--- src/rtl/hazard_pkg.sv ---
// rtl/hazard_pkg.sv - shared types and defaults for the pipeline hazard controller
package hazard_pkg;

  // Default register address width (32 architectural registers).
  localparam int REG_AW_DEF = 5;

  // Execute-stage operand source select.
  typedef enum logic [1:0] {
    FWD_RF = 2'b00,
    FWD_W  = 2'b01,
    FWD_M  = 2'b10
  } fwd_sel_e;

  // Hazard sequencer states.
  typedef enum logic [1:0] {
    RST_FLUSH = 2'b00,
    RUN       = 2'b01,
    MEM_WAIT  = 2'b10
  } hz_state_e;

endpackage

--- src/rtl/hazard_ctrl_fwd_sel.sv ---
// rtl/hazard_ctrl_fwd_sel.sv - forward-select for one Execute operand (M beats W, x0 never forwarded)
module fwd_sel
  import hazard_pkg::*;
#(
  parameter int AW = REG_AW_DEF
) (
  input  logic [AW-1:0] rs_addr,
  input  logic [AW-1:0] rd_addr_m,
  input  logic          wr_en_m,
  input  logic [AW-1:0] rd_addr_w,
  input  logic          wr_en_w,
  output fwd_sel_e      sel
);

  // Youngest producer wins; a write to x0 has no architectural effect.
  always_comb begin
    sel = FWD_RF;
    if (wr_en_m && (rd_addr_m == rs_addr) && (rd_addr_m != '0)) begin
      sel = FWD_M;
    end else if (wr_en_w && (rd_addr_w == rs_addr) && (rd_addr_w != '0)) begin
      sel = FWD_W;
    end
  end

endmodule

--- src/rtl/hazard_ctrl.sv ---
// rtl/hazard_ctrl.sv - pipeline hazard scheduler: forwarding, stalls, flushes; HAZARD_PERF_EN adds perf counters
module hazard_ctrl
  import hazard_pkg::*;
#(
  parameter int REG_AW        = REG_AW_DEF,
  parameter int RST_FLUSH_CYC = 2
) (
  input  logic              clk_i,
  input  logic              rst_i,
  input  logic [REG_AW-1:0] rs1_addr_D,
  input  logic [REG_AW-1:0] rs2_addr_D,
  input  logic [REG_AW-1:0] rs1_addr_E,
  input  logic [REG_AW-1:0] rs2_addr_E,
  input  logic [REG_AW-1:0] rd_addr_E,
  input  logic [REG_AW-1:0] rd_addr_M,
  input  logic [REG_AW-1:0] rd_addr_W,
  input  logic              mem_rd_E,
  input  logic              reg_wr_en_M,
  input  logic              reg_wr_en_W,
  input  logic              mispredict_E,
  input  logic              lsu_busy_M,
  output logic [1:0]        forward_A_E,
  output logic [1:0]        forward_B_E,
  output logic              stall_F,
  output logic              stall_D,
  output logic              stall_E,
  output logic              stall_M,
`ifdef HAZARD_PERF_EN
  output logic [31:0]       perf_stall_cnt_o,
  output logic [31:0]       perf_flush_cnt_o,
`endif
  output logic              flush_D,
  output logic              flush_E
);

  localparam int CNT_W = (RST_FLUSH_CYC > 1) ? $clog2(RST_FLUSH_CYC) : 1;
  localparam logic [CNT_W-1:0] CNT_INIT = CNT_W'(RST_FLUSH_CYC - 1);

  fwd_sel_e fwd_a;
  fwd_sel_e fwd_b;

  hz_state_e        state;
  hz_state_e        state_nxt;
  logic [CNT_W-1:0] cnt;
  logic [CNT_W-1:0] cnt_nxt;
  logic             pend_flush;
  logic             pend_nxt;

  logic             lu;
  logic             stall_all;
  logic             stall_fd;
  logic             fl_d;
  logic             fl_e;

  fwd_sel #(.AW(REG_AW)) u_fwd_a (
    .rs_addr   (rs1_addr_E),
    .rd_addr_m (rd_addr_M),
    .wr_en_m   (reg_wr_en_M),
    .rd_addr_w (rd_addr_W),
    .wr_en_w   (reg_wr_en_W),
    .sel       (fwd_a)
  );

  fwd_sel #(.AW(REG_AW)) u_fwd_b (
    .rs_addr   (rs2_addr_E),
    .rd_addr_m (rd_addr_M),
    .wr_en_m   (reg_wr_en_M),
    .rd_addr_w (rd_addr_W),
    .wr_en_w   (reg_wr_en_W),
    .sel       (fwd_b)
  );

  assign forward_A_E = fwd_a;
  assign forward_B_E = fwd_b;

  // A load in E whose result the D instruction needs cannot be forwarded in time.
  assign lu = mem_rd_E && (rd_addr_E != '0) &&
              ((rd_addr_E == rs1_addr_D) || (rd_addr_E == rs2_addr_D));

  // State, reset-window counter and deferred mispredict flag.
  always_ff @(posedge clk_i) begin
    if (rst_i) begin
      state      <= RST_FLUSH;
      cnt        <= CNT_INIT;
      pend_flush <= 1'b0;
    end else begin
      state      <= state_nxt;
      cnt        <= cnt_nxt;
      pend_flush <= pend_nxt;
    end
  end

  // Next state and control outputs; busy memory outranks redirects, redirects outrank load-use.
  always_comb begin
    state_nxt = state;
    cnt_nxt   = cnt;
    pend_nxt  = pend_flush;
    stall_all = 1'b0;
    stall_fd  = 1'b0;
    fl_d      = 1'b0;
    fl_e      = 1'b0;
    if (rst_i) begin
      fl_d = 1'b1;
      fl_e = 1'b1;
    end else begin
      case (state)
        RST_FLUSH: begin
          fl_d = 1'b1;
          fl_e = 1'b1;
          if (cnt == '0) begin
            state_nxt = RUN;
          end else begin
            cnt_nxt = cnt - CNT_W'(1);
          end
        end
        RUN, MEM_WAIT: begin
          if (lsu_busy_M) begin
            // Whole pipe freezes; a redirect seen now is replayed on exit.
            stall_all = 1'b1;
            state_nxt = MEM_WAIT;
            if (mispredict_E) begin
              pend_nxt = 1'b1;
            end
          end else begin
            state_nxt = RUN;
            pend_nxt  = 1'b0;
            if (mispredict_E || pend_flush) begin
              // D is wrong-path, so a coincident load-use is irrelevant.
              fl_d = 1'b1;
              fl_e = 1'b1;
            end else if (lu) begin
              stall_fd = 1'b1;
              fl_e     = 1'b1;
            end
          end
        end
        default: begin
          state_nxt = RST_FLUSH;
          cnt_nxt   = CNT_INIT;
          pend_nxt  = 1'b0;
        end
      endcase
    end
  end

  assign stall_F = stall_all | stall_fd;
  assign stall_D = stall_all | stall_fd;
  assign stall_E = stall_all;
  assign stall_M = stall_all;
  assign flush_D = fl_d;
  assign flush_E = fl_e;

`ifdef HAZARD_PERF_EN
  logic mp_flush;

  assign mp_flush = !rst_i && ((state == RUN) || (state == MEM_WAIT)) &&
                    !lsu_busy_M && (mispredict_E || pend_flush);

  // Saturating event counters for stall cycles and mispredict-driven flushes.
  always_ff @(posedge clk_i) begin
    if (rst_i) begin
      perf_stall_cnt_o <= '0;
      perf_flush_cnt_o <= '0;
    end else begin
      if (stall_F && (perf_stall_cnt_o != 32'hFFFF_FFFF)) begin
        perf_stall_cnt_o <= perf_stall_cnt_o + 32'd1;
      end
      if (mp_flush && (perf_flush_cnt_o != 32'hFFFF_FFFF)) begin
        perf_flush_cnt_o <= perf_flush_cnt_o + 32'd1;
      end
    end
  end
`endif

endmodule

--- config.mk ---
export PLATFORM = sky130hd
export DESIGN_NAME = hazard_ctrl
export DESIGN_NICKNAME = d
export VERILOG_FILES = /design/src/rtl/hazard_pkg.sv /design/src/rtl/hazard_ctrl_fwd_sel.sv /design/src/rtl/hazard_ctrl.sv
export SDC_FILE = /design/constraint.sdc
export NUM_CORES = 1
export LEC_CHECK = 0
export ABC_CLOCK_PERIOD_IN_PS = 2370
export BUFFER_PORTS_ARGS = -buffer_cell sky130_fd_sc_hd__buf_4
export CAP_MARGIN = 20
export CELL_PAD_IN_SITES_DETAIL_PLACEMENT = 1
export CELL_PAD_IN_SITES_GLOBAL_PLACEMENT = 1
export CORE_UTILIZATION = 27
export DETAILED_ROUTE_END_ITERATION = 16
export PLACE_DENSITY_LB_ADDON = 0.1
export SKIP_CTS_REPAIR_TIMING = 1
export SLEW_MARGIN = 20
export SYNTH_ARGS = -nofsm -noshare
export SYNTH_HDL_FRONTEND = slang
export SYNTH_SLANG_ARGS = --single-unit
--- constraint.sdc ---
create_clock -name clk_i -period 2.37 [get_ports clk_i]
set_input_delay 0.474 -clock clk_i [delete_from_list [all_inputs] [get_ports clk_i]]
set_output_delay 0.474 -clock clk_i [all_outputs]
set_load 0.02 [all_outputs]
==> results_dict.tcl, run 1 <==
set metrics [dict create \
    outcome "complete, no violations" \
    maxSlewViolCount 0 \
    pin_count 52 \
    crit_fanout 3 \
    viasPerCell 4.84 \
    ant_nets 0 \
    skew_ns 0.00142 \
    start_util 0.292 \
    peakVddDrop_v 0.000287 \
    num-nets-final 183 \
    clock.fmax_mhz 434 \
    core_um2 2250 \
    maxCapViolCount 0 \
    dieWidth_um 51.4 \
    power_w 0.000569 \
    clkSinkCount 4 \
    antenna_found_initial 0 \
    setup_violations 0 \
    drive_above_1_share 0.423 \
    antennaDiodeCount 0 \
    synth-seq-cells 4 \
    dr.pass1.iters 4 \
    synthTopCellsByArea "xor2_1, dfxtp_1, xnor2_1" \
    placementRows 17 \
    start_kind "primary input" \
    yosysTopAreaCellShare 0.319 \
    synth_area_um2 659 \
    clk_latency_ns 0.23 \
    synth_nets 129 \
    grt_setup_unrepaired "true" \
    worstPathRequired_ns 1.90 \
    dp_hpwl_um 1930 \
    min_period_over_period 0.971 \
    grt_overflow 0 \
    synthCells 85 \
    drc 0 \
    final_core_util 0.484 \
    synth_edf_count 0 \
    synth_area_leader_cell "xor2_1" \
    cts_tree "yes" \
    num-fill-cells 305 \
    wirelength_um 2150 \
    synth_ff_type "dfxtp_1" \
    grt_pass1_wl_um 3380 \
    cts_made_buffers 3 \
    p_leak_nw 0.511 \
    endpoint_kind "primary output" \
    first_iter_violations 2 \
    clock-root-buffer "clkbuf_4" \
    avgSynthCellArea_um2 7.76 \
    setup_ws_ns 0.0676 \
    async_flop_share 0 \
    worstMarginPinSlew_ns 0.500 \
    portBuffers 51 \
    die_h_um 51.4 \
    worst_hold_slack_ns 0.469 \
    yosysWarnings 0 \
    relSlewSlack 0.664 \
    dp_slack_ns -0.0201 \
    ys_seq_area_frac 0.121 \
    power.density_nw_per_um2 521 \
    wl_per_cell_um 13.0 \
    final_cell_mix "buf_4, xor2_1, nor2_1" \
    htreeDepth 1 \
    clk_path_buf_depth 2 \
    grt_pass1_vias 845 \
    finalCriticalPeriod_ns 2.30 \
    tns_ns 0 \
    place_congestion 0.718 \
    grt_usage 0.169 \
    layout_commonest_cell "buf_4" \
    dieArea_um2 2640 \
    vias 799 \
    hp-class "primary input to register" \
    hold_violations 0 \
    grt_max_degree 8 \
    worstSetupPathType "primary input to primary output" \
    ys_types 25 \
    crit_arrival_ns 1.83 \
    syn2layout_area_growth_pct 65.5 \
    path_clk_slew_ns 0.03 \
]
[metrics by stage]
| step | area (µm²) | std cells |
|---|---|---|
| global route | 1090 | 165 |
| detailed placement | 1060 | 162 |
| global placement | 1060 | 162 |
| CTS | 1080 | 165 |
| floorplan | 659 | 85 |
| finish | 1090 | 165 |
[registers in the layout, indices dropped and copies added (netlist names)]
signal and cells:
pend_flush 1, cnt 1, state 2
[where the power goes]
group | switching [W] | internal (W) | total (W)
registers | 0.0000200 | 0.0000932 | 0.000113
clock network | 0.0000243 | 0.0000564 | 0.0000807
logic | 0.000196 | 0.000179 | 0.000375
[final cells by class]
cell class | count | area, µm² | share of cell area
timing repair buffer | 51 | 383 | 0.351
clock buffer | 3 | 22.5 | 0.0206
tap | 28 | 35.0 | 0.0321
inverter | 5 | 18.8 | 0.0172
multi-input combinational | 74 | 552 | 0.506
sequential | 4 | 80.1 | 0.0734
[per-layer routing]
| metal | vias to the layer above | share of wire | GRT usage |
|---|---|---|---|
| met5 | - | 0 | 0 |
| met4 | 0 | 0.0056 | 0.0676 |
| met3 | 2 | 0.046 | 0.0119 |
| met2 | 29 | 0.52 | 0.327 |
| met1 | 367 | 0.43 | 0.185 |
| li1 | 401 | - | - |
[worst max-delay path, stage by stage]
cell and delay [ns]:
buf_4 0.11, or4_1 0.12, o21ai_1 0.07, or4_1 0.56, nor4_2 0.32, buf_4 0.19
[worst paths after layout]
| check | depth (start not counted) | slack [ns] | endpoint | start |
|---|---|---|---|---|
| max | 6 | 0.07 | forward_B_E[0] | rd_addr_W[1] |
| min | 2 | 0.47 | state[0] | rst_i |
| max reg2reg | 6 | 1.10 | state[1] | state[0] |
| min reg2reg | 2 | 0.53 | pend_flush | pend_flush |
[logic make-up (layout without fill, tap and decap cells)]
group	Yosys count	in the layout	synth area share
flops	4	4	0.121
compound gates	12	12	0.116
simple gates	28	28	0.245
xor+xnor	30	30	0.398
mux	2	2	0.0304
fa+ha+maj	2	2	0.0379
buf+inv	7	59	0.0512
[synth_stat cells, drive strengths merged, types with 2 or more instances]
library cell and count:
xor2 24, nor2 8, xnor2 6, inv 5, dfxtp 4, nor4 4
or4 4, nand2 3, nor3 3, o21ai 3, a211oi 2, a21oi 2
a22oi 2, buf 2, ha 2, mux2i 2, nand3 2, nor2b 2
(Power assumes the default switching activity.)
==> run 2: changes to the inputs <==
- ABC_CLOCK_PERIOD_IN_PS: 2370 -> 2850
- RECOVER_POWER: not set -> 100
- clock period: 2.37 -> 2.85 ns (I/O delays scaled with it)
==> run 2 against run 1 <==
Effect of this change: count of clock-buffer cells in the layout did not move; first-iteration DRC count up 50%; register-to-register slack gained 0.48 ns; flip-flop and latch count did not move; core utilization shrank 1.8 points; setup slack better by 0.13 ns; non-clock buffer count unchanged; critical path type unchanged; critical endpoint unchanged; largest cell class unchanged; highest routed layer unchanged.
==> results_dict.tcl, run 2 (synthesis results as in run 1) <==
set metrics [dict create \
    outcome "complete, no violations" \
    worstSetupPathType "primary input to primary output" \
    worstPathRequired_ns 2.28 \
    reg_top3 "state (2), cnt (1), pend_flush (1)" \
    rrSetupSlack_ns 1.58 \
    cts_made_buffers 3 \
    reg2regPathDepth 6 \
    grt_max_degree 8 \
    dieArea_um2 2640 \
    crit_fanout 3 \
    p_comb_frac 0.645 \
    seqPwrFrac 0.208 \
    drive_above_1_share 0.343 \
    cts_tree "yes" \
    hold_violations 0 \
    path_clk_slew_ns 0.03 \
    dp_slack_ns 0.268 \
    slowest_delay_ns 0.53 \
    layout_commonest_cell "buf_4" \
    clock.fmax_mhz 377 \
    pin_count 52 \
    maxSlewViolCount 0 \
    peakVddDrop_v 0.000225 \
    finalCriticalPeriod_ns 2.65 \
    skew_ns 0.00143 \
    dr.pass1.iters 4 \
    wl_per_cell_um 12.8 \
    dieWidth_um 51.4 \
    htreeDepth 1 \
    clkPwrFrac 0.148 \
    place_congestion 0.718 \
    die_h_um 51.4 \
    crit_path_end "forward_B_E[0]" \
    crit_start "rd_addr_M[3]" \
    clk_path_buf_depth 2 \
    endpoint_kind "primary output" \
    dp.cells 162 \
    largest_reg_flops 2 \
    tns_ns 0 \
    num-nets-final 183 \
    grt_overflow 0 \
    min_period_over_period 0.931 \
    first_iter_violations 3 \
    hp-class "register to register" \
    portBuffers 51 \
    r2r_start "state[0]" \
    path_buf_inv 2 \
    num-fill-cells 306 \
    grt_pass1_wl_um 3380 \
    ant_nets 0 \
    vias 801 \
    grt_usage 0.169 \
    cp_cell_sequence "buf_4 -> or4_1 -> o21ai_1 -> nor4_1 -> nor4_2 -> clkbuf_1" \
    grt_setup_unrepaired "false" \
    crit_arrival_ns 2.08 \
    placed_area_um2 1060 \
    dp_hpwl_um 1930 \
    wirelength_um 2110 \
    fin_cells 165 \
    p_leak_nw 0.474 \
    worstMarginPinSlew_ns 0.446 \
    grt_pass1_vias 845 \
    clock-root-buffer "clkbuf_4" \
    setup_ws_ns 0.195 \
    sw_frac_of_total 0.438 \
    maxCapViolCount 0 \
    cpMaxStageDelayCell "or4_1" \
    start_util 0.292 \
    worstReg2RegEnd "state[1]" \
    relSlewSlack 0.700 \
    viasPerCell 4.85 \
    power_switching_w 0.000199 \
    clk_latency_ns 0.23 \
    power_w 0.000453 \
    antenna_found_initial 0 \
    core_um2 2250 \
    internal-power_w 0.000255 \
    fin_area_um2 1050 \
    path_depth 6 \
    syn2layout_area_growth_pct 59.4 \
    start_kind "primary input" \
    setup_violations 0 \
    power.density_nw_per_um2 431 \
    drc 0 \
    placementRows 17 \
    antennaDiodeCount 0 \
    clkSinkCount 4 \
    regMostFlops "state" \
    final_cell_mix "buf_4, xor2_1, clkbuf_1" \
    cp_top_family "simple AND/OR/NAND/NOR gates" \
]
==> run 2: cell types whose count changed in the layout (fill, tap and decap cells not counted) <==
cell and delta:
nor2b_2 -1, buf_4 -9, clkbuf_1 +9, nor2b_1 +1, o21ai_2 -1, o21ai_1 +1
==> run 2: layer usage <==
| layer | GRT usage | part of all wire | vias up |
|---|---|---|---|
| li1 | - | - | 401 |
| met1 | 0.185 | 0.41 | 369 |
| met2 | 0.327 | 0.54 | 29 |
| met3 | 0.0119 | 0.049 | 2 |
| met4 | 0.0676 | 0.0047 | 0 |
| met5 | 0 | 0 | - |
==> run 2: tightest hold or removal path, stage by stage (launching register included) <==
cell      delay (ns)
dfxtp_1         0.30
a21oi_1         0.12
a211oi_1        0.06
==> run 2: final cells by class <==
class | count | area [µm²] | area share
Tap cell | 28 | 35.0 | 0.0333
Timing Repair Buffer | 51 | 349 | 0.332
Inverter | 5 | 18.8 | 0.0179
Sequential cell | 4 | 80.1 | 0.0762
Clock buffer | 3 | 22.5 | 0.0214
Multi-Input combinational cell | 74 | 546 | 0.519
==> run 2: through the flow <==
stage | util | hold slack, ns
detailed placement | 0.471 | 0.529
finish | 0.466 | 0.534
global route | 0.466 | 0.566
global placement | 0.471 | 0.501
floorplan | - | 0.489
CTS | 0.481 | 0.538
==> run 2: worst min-delay path by stage <==
stage,start,to,cells after the start
2_1_floorplan,pend_flush,pend_flush,2
3_3_place_gp,pend_flush,pend_flush,2
3_5_place_dp,pend_flush,pend_flush,2
4_1_cts,pend_flush,pend_flush,2
5_1_grt,rst_i,state[0],2
6_report,pend_flush,pend_flush,2
==> run 2: power groups by stage <==
stage / Sequential (W) / Combinational (W) / Clock, W
after floorplan: 0.0000905 / 0.000189 / 0
after global placement: 0.0000929 / 0.000297 / 0
after detailed placement: 0.0000948 / 0.000309 / 0
after CTS: 0.0000946 / 0.000312 / 0.0000714
after global routing: 0.0000968 / 0.000323 / 0.0000739
final: 0.0000942 / 0.000292 / 0.0000669
